`src/rtl/uart_stream.sv`:
```
`default_nettype none
// ============================================================================
// Module   : uart_stream
// Purpose  : Parametrised streaming UART with configurable frame format,
//            TX/RX FIFOs, 16x oversampled majority-vote receiver, per-byte
//            error tagging and a sticky RX overrun flag.
// Ports    : clk, reset (async, active-low)
//            to_uart_*   : TX valid/ready stream into the TX FIFO
//            from_uart_* : RX valid/ready stream out of the RX FIFO (FWFT)
//            rx_overrun / clear_overrun : sticky drop indicator and its clear
//            UART_RXD / UART_TXD        : serial line
// Revision : 1.0 - initial release
// ============================================================================
module uart_stream #(
    parameter int BAUD_DIV  = 434,
    parameter int DATA_BITS = 8,
    parameter int PARITY    = 0,
    parameter int STOP_BITS = 1,
    parameter int TX_DEPTH  = 16,
    parameter int RX_DEPTH  = 16
) (
    input  logic       clk,
    input  logic       reset,
    input  logic [7:0] to_uart_data,
    input  logic       to_uart_valid,
    input  logic       to_uart_error,
    output logic       to_uart_ready,
    output logic [7:0] from_uart_data,
    output logic       from_uart_valid,
    output logic       from_uart_error,
    input  logic       from_uart_ready,
    output logic       rx_overrun,
    input  logic       clear_overrun,
    input  logic       UART_RXD,
    output logic       UART_TXD
);
    localparam int c_OS_DIV = BAUD_DIV / 16;
    localparam int c_DIV_W  = $clog2(BAUD_DIV);
    localparam int c_BIT_W  = $clog2(DATA_BITS + 1);
    localparam int c_TXA_W  = $clog2(TX_DEPTH);
    localparam int c_RXA_W  = $clog2(RX_DEPTH);

    localparam logic [c_DIV_W-1:0] c_DIV_LAST  = c_DIV_W'(BAUD_DIV - 1);
    // Tick n of a bit lands on divider count n*OS_DIV-1.
    localparam logic [c_DIV_W-1:0] c_TICK7     = c_DIV_W'(7 * c_OS_DIV - 1);
    localparam logic [c_DIV_W-1:0] c_TICK8     = c_DIV_W'(8 * c_OS_DIV - 1);
    localparam logic [c_DIV_W-1:0] c_TICK9     = c_DIV_W'(9 * c_OS_DIV - 1);
    localparam logic [c_BIT_W-1:0] c_DATA_LAST = c_BIT_W'(DATA_BITS - 1);
    localparam logic [c_BIT_W-1:0] c_STOP_LAST = c_BIT_W'(STOP_BITS - 1);
    localparam logic [7:0]         c_DATA_MASK = 8'((9'd1 << DATA_BITS) - 9'd1);

    localparam logic [2:0] c_TX_IDLE   = 3'd0;
    localparam logic [2:0] c_TX_START  = 3'd1;
    localparam logic [2:0] c_TX_DATA   = 3'd2;
    localparam logic [2:0] c_TX_PARITY = 3'd3;
    localparam logic [2:0] c_TX_STOP   = 3'd4;

    localparam logic [2:0] c_RX_IDLE   = 3'd0;
    localparam logic [2:0] c_RX_START  = 3'd1;
    localparam logic [2:0] c_RX_DATA   = 3'd2;
    localparam logic [2:0] c_RX_PARITY = 3'd3;
    localparam logic [2:0] c_RX_STOP   = 3'd4;
    localparam logic [2:0] c_RX_BREAK  = 3'd5;

    // ------------------------------------------------------------------ TX FIFO
    logic [7:0]       r_tx_mem [TX_DEPTH];
    logic [c_TXA_W:0] r_tx_wr_ptr, r_tx_rd_ptr;
    logic             w_tx_empty, w_tx_full, w_tx_push, w_tx_pop;
    logic [7:0]       w_tx_head;
    logic             w_tx_par;

    assign w_tx_empty    = (r_tx_wr_ptr == r_tx_rd_ptr);
    assign w_tx_full     = (r_tx_wr_ptr[c_TXA_W] != r_tx_rd_ptr[c_TXA_W]) &&
                           (r_tx_wr_ptr[c_TXA_W-1:0] == r_tx_rd_ptr[c_TXA_W-1:0]);
    assign to_uart_ready = ~w_tx_full;
    // Poisoned beats complete the handshake but never occupy an entry.
    assign w_tx_push     = to_uart_valid & ~w_tx_full & ~to_uart_error;
    assign w_tx_head     = r_tx_mem[r_tx_rd_ptr[c_TXA_W-1:0]] & c_DATA_MASK;
    assign w_tx_par      = (PARITY == 1) ? ~(^w_tx_head) : (^w_tx_head);

    always_ff @(posedge clk) begin
        if (w_tx_push) r_tx_mem[r_tx_wr_ptr[c_TXA_W-1:0]] <= to_uart_data;
    end

    always_ff @(posedge clk or negedge reset) begin
        if (!reset) begin
            r_tx_wr_ptr <= '0;
            r_tx_rd_ptr <= '0;
        end else begin
            if (w_tx_push) r_tx_wr_ptr <= r_tx_wr_ptr + 1'b1;
            if (w_tx_pop)  r_tx_rd_ptr <= r_tx_rd_ptr + 1'b1;
        end
    end

    // ------------------------------------------------------------------ TX FSM
    logic [2:0]         r_tx_state;
    logic [c_DIV_W-1:0] r_tx_div;
    logic [c_BIT_W-1:0] r_tx_bit;
    logic [7:0]         r_tx_shift;
    logic               r_tx_par, r_txd, w_txd_next, w_tx_bit_end, w_tx_frame_end;

    assign w_tx_bit_end   = (r_tx_div == c_DIV_LAST);
    assign w_tx_frame_end = (r_tx_state == c_TX_STOP) && w_tx_bit_end &&
                            (r_tx_bit == c_STOP_LAST);
    // Popping on the last stop clock starts the next frame with no idle gap.
    assign w_tx_pop       = ~w_tx_empty & ((r_tx_state == c_TX_IDLE) | w_tx_frame_end);
    assign UART_TXD       = r_txd;

    always_comb begin
        w_txd_next = 1'b1;
        case (r_tx_state)
            c_TX_START:  w_txd_next = 1'b0;
            c_TX_DATA:   w_txd_next = r_tx_shift[0];
            c_TX_PARITY: w_txd_next = r_tx_par;
            default:     w_txd_next = 1'b1;
        endcase
    end

    always_ff @(posedge clk or negedge reset) begin
        if (!reset) begin
            r_tx_state <= c_TX_IDLE;
            r_tx_div   <= '0;
            r_tx_bit   <= '0;
            r_tx_shift <= '0;
            r_tx_par   <= 1'b0;
            r_txd      <= 1'b1;
        end else begin
            r_txd <= w_txd_next;
            if (w_tx_pop) begin
                r_tx_state <= c_TX_START;
                r_tx_div   <= '0;
                r_tx_bit   <= '0;
                r_tx_shift <= w_tx_head;
                r_tx_par   <= w_tx_par;
            end else if (r_tx_state != c_TX_IDLE) begin
                if (w_tx_bit_end) begin
                    r_tx_div <= '0;
                    case (r_tx_state)
                        c_TX_START: r_tx_state <= c_TX_DATA;
                        c_TX_DATA: begin
                            r_tx_shift <= {1'b0, r_tx_shift[7:1]};
                            if (r_tx_bit == c_DATA_LAST) begin
                                r_tx_bit   <= '0;
                                r_tx_state <= (PARITY != 0) ? c_TX_PARITY : c_TX_STOP;
                            end else begin
                                r_tx_bit <= r_tx_bit + 1'b1;
                            end
                        end
                        c_TX_PARITY: r_tx_state <= c_TX_STOP;
                        default: begin
                            if (r_tx_bit == c_STOP_LAST) r_tx_state <= c_TX_IDLE;
                            else                         r_tx_bit   <= r_tx_bit + 1'b1;
                        end
                    endcase
                end else begin
                    r_tx_div <= r_tx_div + 1'b1;
                end
            end
        end
    end

    // ------------------------------------------------------------- RX sampling
    logic r_rxd_meta, r_rxd_sync, r_rxd_last;
    logic r_s7, r_s8, w_rx_fall, w_rx_maj;

    always_ff @(posedge clk or negedge reset) begin
        if (!reset) begin
            r_rxd_meta <= 1'b1;
            r_rxd_sync <= 1'b1;
            r_rxd_last <= 1'b1;
        end else begin
            r_rxd_meta <= UART_RXD;
            r_rxd_sync <= r_rxd_meta;
            r_rxd_last <= r_rxd_sync;
        end
    end

    assign w_rx_fall = r_rxd_last & ~r_rxd_sync;
    // Evaluated at tick 9: the live line value is the third vote.
    assign w_rx_maj  = (r_s7 & r_s8) | (r_s7 & r_rxd_sync) | (r_s8 & r_rxd_sync);

    // ------------------------------------------------------------------ RX FSM
    logic [2:0]         r_rx_state;
    logic [c_DIV_W-1:0] r_rx_div;
    logic [c_BIT_W-1:0] r_rx_bit;
    logic [7:0]         r_rx_shift, w_rx_shift_in, r_rx_wr_data;
    logic               r_rx_perr, r_rx_wr, r_rx_wr_err;

    // New bits enter at the top of the DATA_BITS-wide field; upper bits stay 0.
    always_comb begin
        w_rx_shift_in                = {1'b0, r_rx_shift[7:1]};
        w_rx_shift_in[DATA_BITS-1]   = w_rx_maj;
    end

    always_ff @(posedge clk or negedge reset) begin
        if (!reset) begin
            r_rx_state   <= c_RX_IDLE;
            r_rx_div     <= '0;
            r_rx_bit     <= '0;
            r_rx_shift   <= '0;
            r_rx_perr    <= 1'b0;
            r_rx_wr      <= 1'b0;
            r_rx_wr_data <= '0;
            r_rx_wr_err  <= 1'b0;
            r_s7         <= 1'b1;
            r_s8         <= 1'b1;
        end else begin
            r_rx_wr <= 1'b0;
            if (r_rx_div == c_TICK7) r_s7 <= r_rxd_sync;
            if (r_rx_div == c_TICK8) r_s8 <= r_rxd_sync;
            case (r_rx_state)
                c_RX_IDLE: begin
                    if (w_rx_fall) begin
                        r_rx_state <= c_RX_START;
                        r_rx_div   <= '0;
                        r_rx_bit   <= '0;
                        r_rx_shift <= '0;
                        r_rx_perr  <= 1'b0;
                    end
                end
                c_RX_START: begin
                    if (r_rx_div == c_TICK8 && r_rxd_sync) begin
                        r_rx_state <= c_RX_IDLE;
                        r_rx_div   <= '0;
                    end else if (r_rx_div == c_DIV_LAST) begin
                        r_rx_state <= c_RX_DATA;
                        r_rx_div   <= '0;
                    end else begin
                        r_rx_div <= r_rx_div + 1'b1;
                    end
                end
                c_RX_DATA: begin
                    if (r_rx_div == c_TICK9) r_rx_shift <= w_rx_shift_in;
                    if (r_rx_div == c_DIV_LAST) begin
                        r_rx_div <= '0;
                        if (r_rx_bit == c_DATA_LAST) begin
                            r_rx_bit   <= '0;
                            r_rx_state <= (PARITY != 0) ? c_RX_PARITY : c_RX_STOP;
                        end else begin
                            r_rx_bit <= r_rx_bit + 1'b1;
                        end
                    end else begin
                        r_rx_div <= r_rx_div + 1'b1;
                    end
                end
                c_RX_PARITY: begin
                    if (r_rx_div == c_TICK9)
                        r_rx_perr <= (PARITY == 1) ? ~(^r_rx_shift ^ w_rx_maj)
                                                   : (^r_rx_shift ^ w_rx_maj);
                    if (r_rx_div == c_DIV_LAST) begin
                        r_rx_div   <= '0;
                        r_rx_state <= c_RX_STOP;
                    end else begin
                        r_rx_div <= r_rx_div + 1'b1;
                    end
                end
                c_RX_STOP: begin
                    // Only the first stop bit is checked; the frame is closed at
                    // its mid-point so a following start edge is never missed.
                    if (r_rx_div == c_TICK9) begin
                        r_rx_wr      <= 1'b1;
                        r_rx_wr_data <= r_rx_shift;
                        r_rx_wr_err  <= ~w_rx_maj | r_rx_perr;
                        r_rx_div     <= '0;
                        r_rx_state   <= (~w_rx_maj & ~r_rxd_sync) ? c_RX_BREAK : c_RX_IDLE;
                    end else begin
                        r_rx_div <= r_rx_div + 1'b1;
                    end
                end
                default: begin
                    if (r_rxd_sync) r_rx_state <= c_RX_IDLE;
                end
            endcase
        end
    end

    // ------------------------------------------------------------------ RX FIFO
    logic [8:0]       r_rx_mem [RX_DEPTH];
    logic [c_RXA_W:0] r_rx_wr_ptr, r_rx_rd_ptr;
    logic             w_rx_empty, w_rx_full, w_rx_pop, w_rx_push, w_rx_ovr, r_overrun;
    logic [8:0]       w_rx_head;

    assign w_rx_empty      = (r_rx_wr_ptr == r_rx_rd_ptr);
    assign w_rx_full       = (r_rx_wr_ptr[c_RXA_W] != r_rx_rd_ptr[c_RXA_W]) &&
                             (r_rx_wr_ptr[c_RXA_W-1:0] == r_rx_rd_ptr[c_RXA_W-1:0]);
    assign from_uart_valid = ~w_rx_empty;
    assign w_rx_pop        = from_uart_valid & from_uart_ready;
    // A simultaneous pop frees the slot, so a full FIFO still accepts the write.
    assign w_rx_push       = r_rx_wr & (~w_rx_full | w_rx_pop);
    assign w_rx_ovr        = r_rx_wr & w_rx_full & ~w_rx_pop;
    assign w_rx_head       = r_rx_mem[r_rx_rd_ptr[c_RXA_W-1:0]];
    assign from_uart_data  = from_uart_valid ? w_rx_head[7:0] : 8'h00;
    assign from_uart_error = from_uart_valid & w_rx_head[8];
    assign rx_overrun      = r_overrun;

    always_ff @(posedge clk) begin
        if (w_rx_push) r_rx_mem[r_rx_wr_ptr[c_RXA_W-1:0]] <= {r_rx_wr_err, r_rx_wr_data};
    end

    always_ff @(posedge clk or negedge reset) begin
        if (!reset) begin
            r_rx_wr_ptr <= '0;
            r_rx_rd_ptr <= '0;
            r_overrun   <= 1'b0;
        end else begin
            if (w_rx_push) r_rx_wr_ptr <= r_rx_wr_ptr + 1'b1;
            if (w_rx_pop)  r_rx_rd_ptr <= r_rx_rd_ptr + 1'b1;
            // A fresh overrun wins over a coincident clear.
            if (w_rx_ovr)          r_overrun <= 1'b1;
            else if (clear_overrun) r_overrun <= 1'b0;
        end
    end

endmodule
`default_nettype wire

```
`config.mk`:
```
export PLATFORM = sky130hd
export DESIGN_NAME = uart_stream
export DESIGN_NICKNAME = d
export VERILOG_FILES = /design/src/rtl/uart_stream.sv
export SDC_FILE = /design/constraint.sdc
export NUM_CORES = 1
export LEC_CHECK = 0
export CORE_MARGIN = 2
export CORE_UTILIZATION = 56
export CTS_CLUSTER_SIZE = 40
export DETAILED_ROUTE_END_ITERATION = 8
export GPL_ROUTABILITY_DRIVEN = 0
export PLACE_DENSITY = 0.75
export SYNTH_ARGS = -nofsm -noshare
export SYNTH_HDL_FRONTEND = slang
export SYNTH_SLANG_ARGS = --single-unit
```
`constraint.sdc`:
```
create_clock -name clk -period 2.45 [get_ports clk]
set_input_delay 0.49 -clock clk [delete_from_list [all_inputs] [get_ports clk]]
set_output_delay 0.49 -clock clk [all_outputs]
set_load 0.005 [all_outputs]
```
==> results of run 1 <==
## stage by stage
stage | instances | instance area [sq um] | total power, uW | setup slack (ps)
2_1_floorplan | 926 | 15170 | 8488 | 43.43
3_3_place_gp | 1323 | 16410 | 9181 | -225.0
3_5_place_dp | 1323 | 16410 | 9252 | -274.3
4_1_cts | 1414 | 18080 | 15220 | -567.3
5_1_grt | 1417 | 18150 | 15680 | -625.3
6_report | 1417 | 18150 | 15100 | -553.0
## power groups by stage
stage | Combinational (uW) | Sequential, uW | Clock [uW]
2_1_floorplan | 1490 | 7000 | 0
3_3_place_gp | 2120 | 7060 | 0
3_5_place_dp | 2180 | 7080 | 0
4_1_cts | 2660 | 6950 | 5620
5_1_grt | 2840 | 6970 | 5860
6_report | 2620 | 6950 | 5530
## layout make-up
class | count | share of cell area
tap | 341 | 0.02351
clock inverter | 20 | 0.009859
sequential | 359 | 0.5706
clock buffer | 49 | 0.05750
inverter | 30 | 0.006343
multi-input combinational | 498 | 0.2623
timing repair buffer | 120 | 0.06984
## worst paths after layout
| check | start | end | slack, ps | cells after the start |
|---|---|---|---|---|
| min in group asynchronous | reset | r_tx_wr_ptr[4] | 520 | 2 |
| worst min register to register | r_rxd_meta | r_rxd_sync | 360 | 0 |
| max in group asynchronous | reset | r_s7 | 1200 | 3 |
| worst min-delay path | r_rxd_meta | r_rxd_sync | 360 | 0 |
| worst max-delay path | r_rx_rd_ptr[0] | from_uart_data[2] | -550 | 7 |
| worst max register to register | r_rx_rd_ptr[0] | r_rx_mem[9][7] | -120 | 10 |
## worst max-delay path, cell delays in order (launching register included)
cell     delay (ps)
dfrtp_2         440
buf_12          140
buf_12          130
buf_12          120
mux4_2          420
mux4_2          480
nor2b_1         140
buf_2           120
## routing by layer
layer / global-route usage / up-vias / wire length [microns]
met4: 0.07084 / 2 / 855
met5: 0 / - / 11
li1: - / 3776 / -
met2: 0.3929 / 223 / 16130
met1: 0.2909 / 4179 / 12760
met3: 0.04137 / 60 / 1743
## placed cells by master, fill, tap and decap left out, types with 6 or more instances in the layout
cell type,count
nand2b_1,10
mux2i_1,19
clkdlybuf4s50_1,15
clkbuf_1,7
dfrtp_1,79
nand4_1,10
nor2b_1,12
clkbuf_16,39
nor2_2,11
a21oi_1,13
buf_2,9
o21ai_1,30
xnor2_1,27
mux4_2,77
nor2_1,27
xor2_1,18
buf_6,23
nand3_1,16
ha_1,19
inv_1,29
clkinv_2,6
nand2_1,73
edfxtp_1,272
buf_12,18
o21ai_0,13
buf_4,50
dfstp_2,6
mux2_1,6
and2_4,20
## registers in the layout (all words and copies together), names as in the netlist, 8 cells and up
signal	cells
r_rx_mem	144
r_tx_mem	128
r_rx_div	9
r_tx_div	9
r_rx_shift	8
r_rx_wr_data	8
r_tx_shift	8
## what timing repair did
item,in CTS,in global routing
hold buffers,1,0
hold endpoints to repair,33,0
gates cloned,4,3
setup buffers,17,12
pin swaps,7,14
resized for setup,94,57
setup endpoints to repair,228,222
## cell families after synthesis
group	after synthesis	share of synthesized area
DFF	359	0.6838
and+or+nand+nor	223	0.07380
muxes	113	0.1393
AOI/OAI and AO/OA	92	0.03736
buffers and inverters	72	0.02140
xor gates and xnor gates	48	0.02868
adders and majority gates	19	0.01570
==> results_dict.tcl, run 1 <==
set metrics [dict create \
    period_share 1.226 \
    end_kind "primary output" \
    synthCells 926 \
    final.setup.tns_ps -6834 \
    relSlewSlack 0.5756 \
    setup_ws_ps -553.0 \
    wl_per_cell_microns 22.23 \
    p_switching_uw 3835 \
    ant_nets 0 \
    post-route-min-period_ps 3003 \
    netlist_area_sq_um 15140 \
    start_util 0.5665 \
    postSynthNetCount 960 \
    cts_buffers 38 \
    ys_seq_area_frac 0.6838 \
    grt_overflow_total 0 \
    violations "setup timing" \
    outcome "complete, but fails checks" \
    syn_to_final_growth_pct 19.87 \
    cts_tree "done" \
    first_pass_iters 5 \
    grt_pass1_vias 8536 \
    synth_top_area_frac 0.5395 \
    fin_util 0.6790 \
    critPathRequiredTime_ps 1960 \
    wl_microns 31490 \
    p_seq_frac 0.460 \
    io_pins 28 \
    antenna_found_initial 1 \
    peakVddDrop_v 0.0006330 \
    drt_iter0_markers 731 \
    grt_max_degree 54 \
    p_int_uw 11270 \
    layout-drive-gt1-share 0.2937 \
    grt.total_usage 0.2256 \
    ys.flop_type "edfxtp_1" \
    post-synth-top-count-cell "edfxtp_1" \
    start_kind "flop" \
    hp-class "flop to flop" \
    root_buffer "clkbuf_16" \
    final-hold-violation-count 0 \
    yosys_warnings 0 \
    path_class "flop to primary output" \
    seq_area_sq_um 10350 \
    clk_pin_slew_ps 60 \
    vias_per_cell 5.815 \
    nFillCells 1734 \
    cts_buffer_depth 3 \
    p_per_area_nw_per_um2 832.1 \
    whs_ps 360.8 \
    synthTopCellsByCount "edfxtp_1 (272), dfrtp_1 (81), mux4_2 (77)" \
    p_clk_frac 0.366 \
    htreeDepth 2 \
    drv_cap 0 \
    synth_area_leaders "edfxtp_1 (54%), dfrtp_1 (13%), mux4_2 (11%), nand2_1 (1.8%), mux2i_1 (1.7%)" \
    clk_latency_ps 530 \
    clock-skew-final_ps 32.51 \
    slew_violations 0 \
    nNetsFinal 1081 \
    avgSynthCellArea_sq_um 16.35 \
    worstPathMaxFanout 6 \
    p_leak_uw 0.006929 \
    worstMarginPinSlew_ps 636.0 \
    yosys.area.top_type "edfxtp_1" \
    hpwlAfterDp_microns 18920 \
    rsz0062_at_grt "yes" \
    p_comb_frac 0.173 \
    cts.sinks 359 \
    die_w_microns 168.4 \
    fmax_mhz 333.0 \
    synth.distinct_cells 62 \
    finalSetupViolCount 60 \
    synth_seq_cells 359 \
    async_flop_share 0.2423 \
    coreArea_sq_um 26730 \
    antenna-diode-count 0 \
    multiInputGateArea_sq_um 4761 \
    port_buffers 27 \
    swShare 0.2539 \
    cp.arrival_ps 2510 \
    synth_edf_count 272 \
    die_area_sq_um 28370 \
    grt_pass1_wl_microns 48140 \
    via_count 8240 \
    num_rows 60 \
    die_h_microns 168.4 \
    route.detailed.drc 0 \
]
(Power assumes the default switching activity.)
==> run 2: changes to the inputs <==
- CORE_UTILIZATION: 56 -> 30
- PLACE_DENSITY: 0.75 -> 0.45
==> results_dict.tcl, run 2 (synthesis results as in run 1) <==
set metrics [dict create \
    outcome "complete, but fails checks" \
    violations "setup timing" \
    p_per_area_nw_per_um2 833.3 \
    coreArea_sq_um 49970 \
    peakVddDrop_v 0.0004179 \
    critPathRequiredTime_ps 1960 \
    cts.sinks 359 \
    layout-drive-gt1-share 0.3168 \
    relSlewSlack 0.5044 \
    hp-class "flop to flop" \
    clk_pin_slew_ps 60 \
    final-hold-violation-count 0 \
    die_area_sq_um 52280 \
    io_pins 28 \
    wl_microns 34730 \
    grt_pass1_wl_microns 53950 \
    drt_iter0_markers 536 \
    place_area_sq_um 17040 \
    ant_nets 0 \
    first_pass_iters 4 \
    largest_reg_flops 144 \
    rsz0062_at_grt "yes" \
    min_from "r_rxd_meta" \
    cts_tree "done" \
    design_area_sq_um 18820 \
    worstPathMaxFanout 5 \
    min_delay_path_depth 0 \
    path_class "flop to primary output" \
    timing.rr.start "r_rx_rd_ptr[0]" \
    antenna_found_initial 0 \
    num_rows 82 \
    cts_buffers 41 \
    antenna-diode-count 0 \
    clock-skew-final_ps 26.96 \
    worstMarginPinSlew_ps 741.1 \
    r2r_end "r_rx_mem[1][2]" \
    rrSetupSlack_ps -100 \
    setup_ws_ps -599.0 \
    period_share 1.244 \
    cp.arrival_ps 2560 \
    drv_cap 0 \
    route.detailed.drc 0 \
    syn_to_final_growth_pct 24.32 \
    vias_per_cell 4.601 \
    cp-startpoint "r_rx_rd_ptr[0]" \
    min_to "r_rxd_sync" \
    post-route-min-period_ps 3049 \
    fin_util 0.3767 \
    start_util 0.3030 \
    finalSetupViolCount 58 \
    whs_ps 355.7 \
    place_inst 1673 \
    end_kind "primary output" \
    hpwlAfterDp_microns 20950 \
    clk_latency_ps 560 \
    fin_cells 1783 \
    nNetsFinal 1113 \
    root_buffer "clkbuf_16" \
    fmax_mhz 328.0 \
    htreeDepth 2 \
    port_buffers 27 \
    grt_max_degree 37 \
    start_kind "flop" \
    die_w_microns 228.6 \
    grt.total_usage 0.1363 \
    grt_pass1_vias 8774 \
    via_count 8203 \
    p_leak_uw 0.007098 \
    grt_overflow_total 0 \
    cts_buffer_depth 3 \
    layout_commonest_cell "edfxtp_1" \
    wl_per_cell_microns 19.48 \
    final_cell_mix "edfxtp_1 (272), buf_4 (79), dfrtp_1 (78), mux4_2 (77), nand2_1 (72)" \
    slew_violations 0 \
    die_h_microns 228.6 \
    r2r_cells 10 \
]
==> run 2: cell count changes in the layout (fill, tap and decap cells not counted), sizes merged <==
| cell | delta |
|---|---|
| clkinvlp | -4 |
| inv | +2 |
| bufinv | +1 |
| clkbuf | +3 |
| clkinv | +5 |
| buf | +16 |
| bufbuf | +1 |
| and2 | +11 |
==> run 2: worst max-delay path: stages, from the launching register on <==
cell and delay (ps):
dfrtp_2 400, buf_6 150, buf_8 140, buf_6 100
mux4_2 480, mux4_2 490, nor2b_4 140, buf_2 120
==> run 2: metrics by stage <==
step	power [uW]	worst slack (ps)	setup TNS, ps
2_1_floorplan	8488	43.43	0
3_3_place_gp	9371	-269.6	-17800
3_5_place_dp	9405	-273.9	-20110
4_1_cts	16080	-720.1	-29650
5_1_grt	16400	-682.4	-19120
6_report	15680	-599.0	-6764
==> run 2: layout make-up <==
class,count,area (sq um)
clock buffer,51,1074
clock inverter,24,216.5
fill,4692,31140
inverter,30,112.6
multi-input combinational,509,4872
sequential,359,10360
tap,672,840.8
timing repair buffer,138,1350
==> run 2: worst max path at each step <==
| stage | cells past startpoint | end |
|---|---|---|
| after floorplan | 5 | from_uart_data[7] |
| after global placement | 5 | from_uart_data[1] |
| after detailed placement | 5 | from_uart_data[1] |
| after CTS | 8 | from_uart_data[6] |
| after global routing | 7 | from_uart_data[6] |
| final | 7 | from_uart_data[5] |
==> run 2: per-layer routing <==
metal,global-route usage,part of all wire,vias to the layer above
met5,0,0,-
met3,0.02308,0.029,55
met2,0.2282,0.49,109
met4,0.04330,0.024,0
li1,-,-,3849
met1,0.1809,0.46,4190
==> run 2: where the power goes <==
part	internal (uW)	leakage, uW	switching (uW)
registers	6770	0.00394	193
logic	1440	0.00253	1390
clock network	3440	0.000630	2450
==> run 2: timing repair <==
action,in CTS,in global routing
hold buffers,1,0
cloned,19,1
pin swaps,13,7
resized for setup,137,20
hold endpoints to repair,28,0
endpoints found under the setup margin,207,186
buffers inserted,30,4
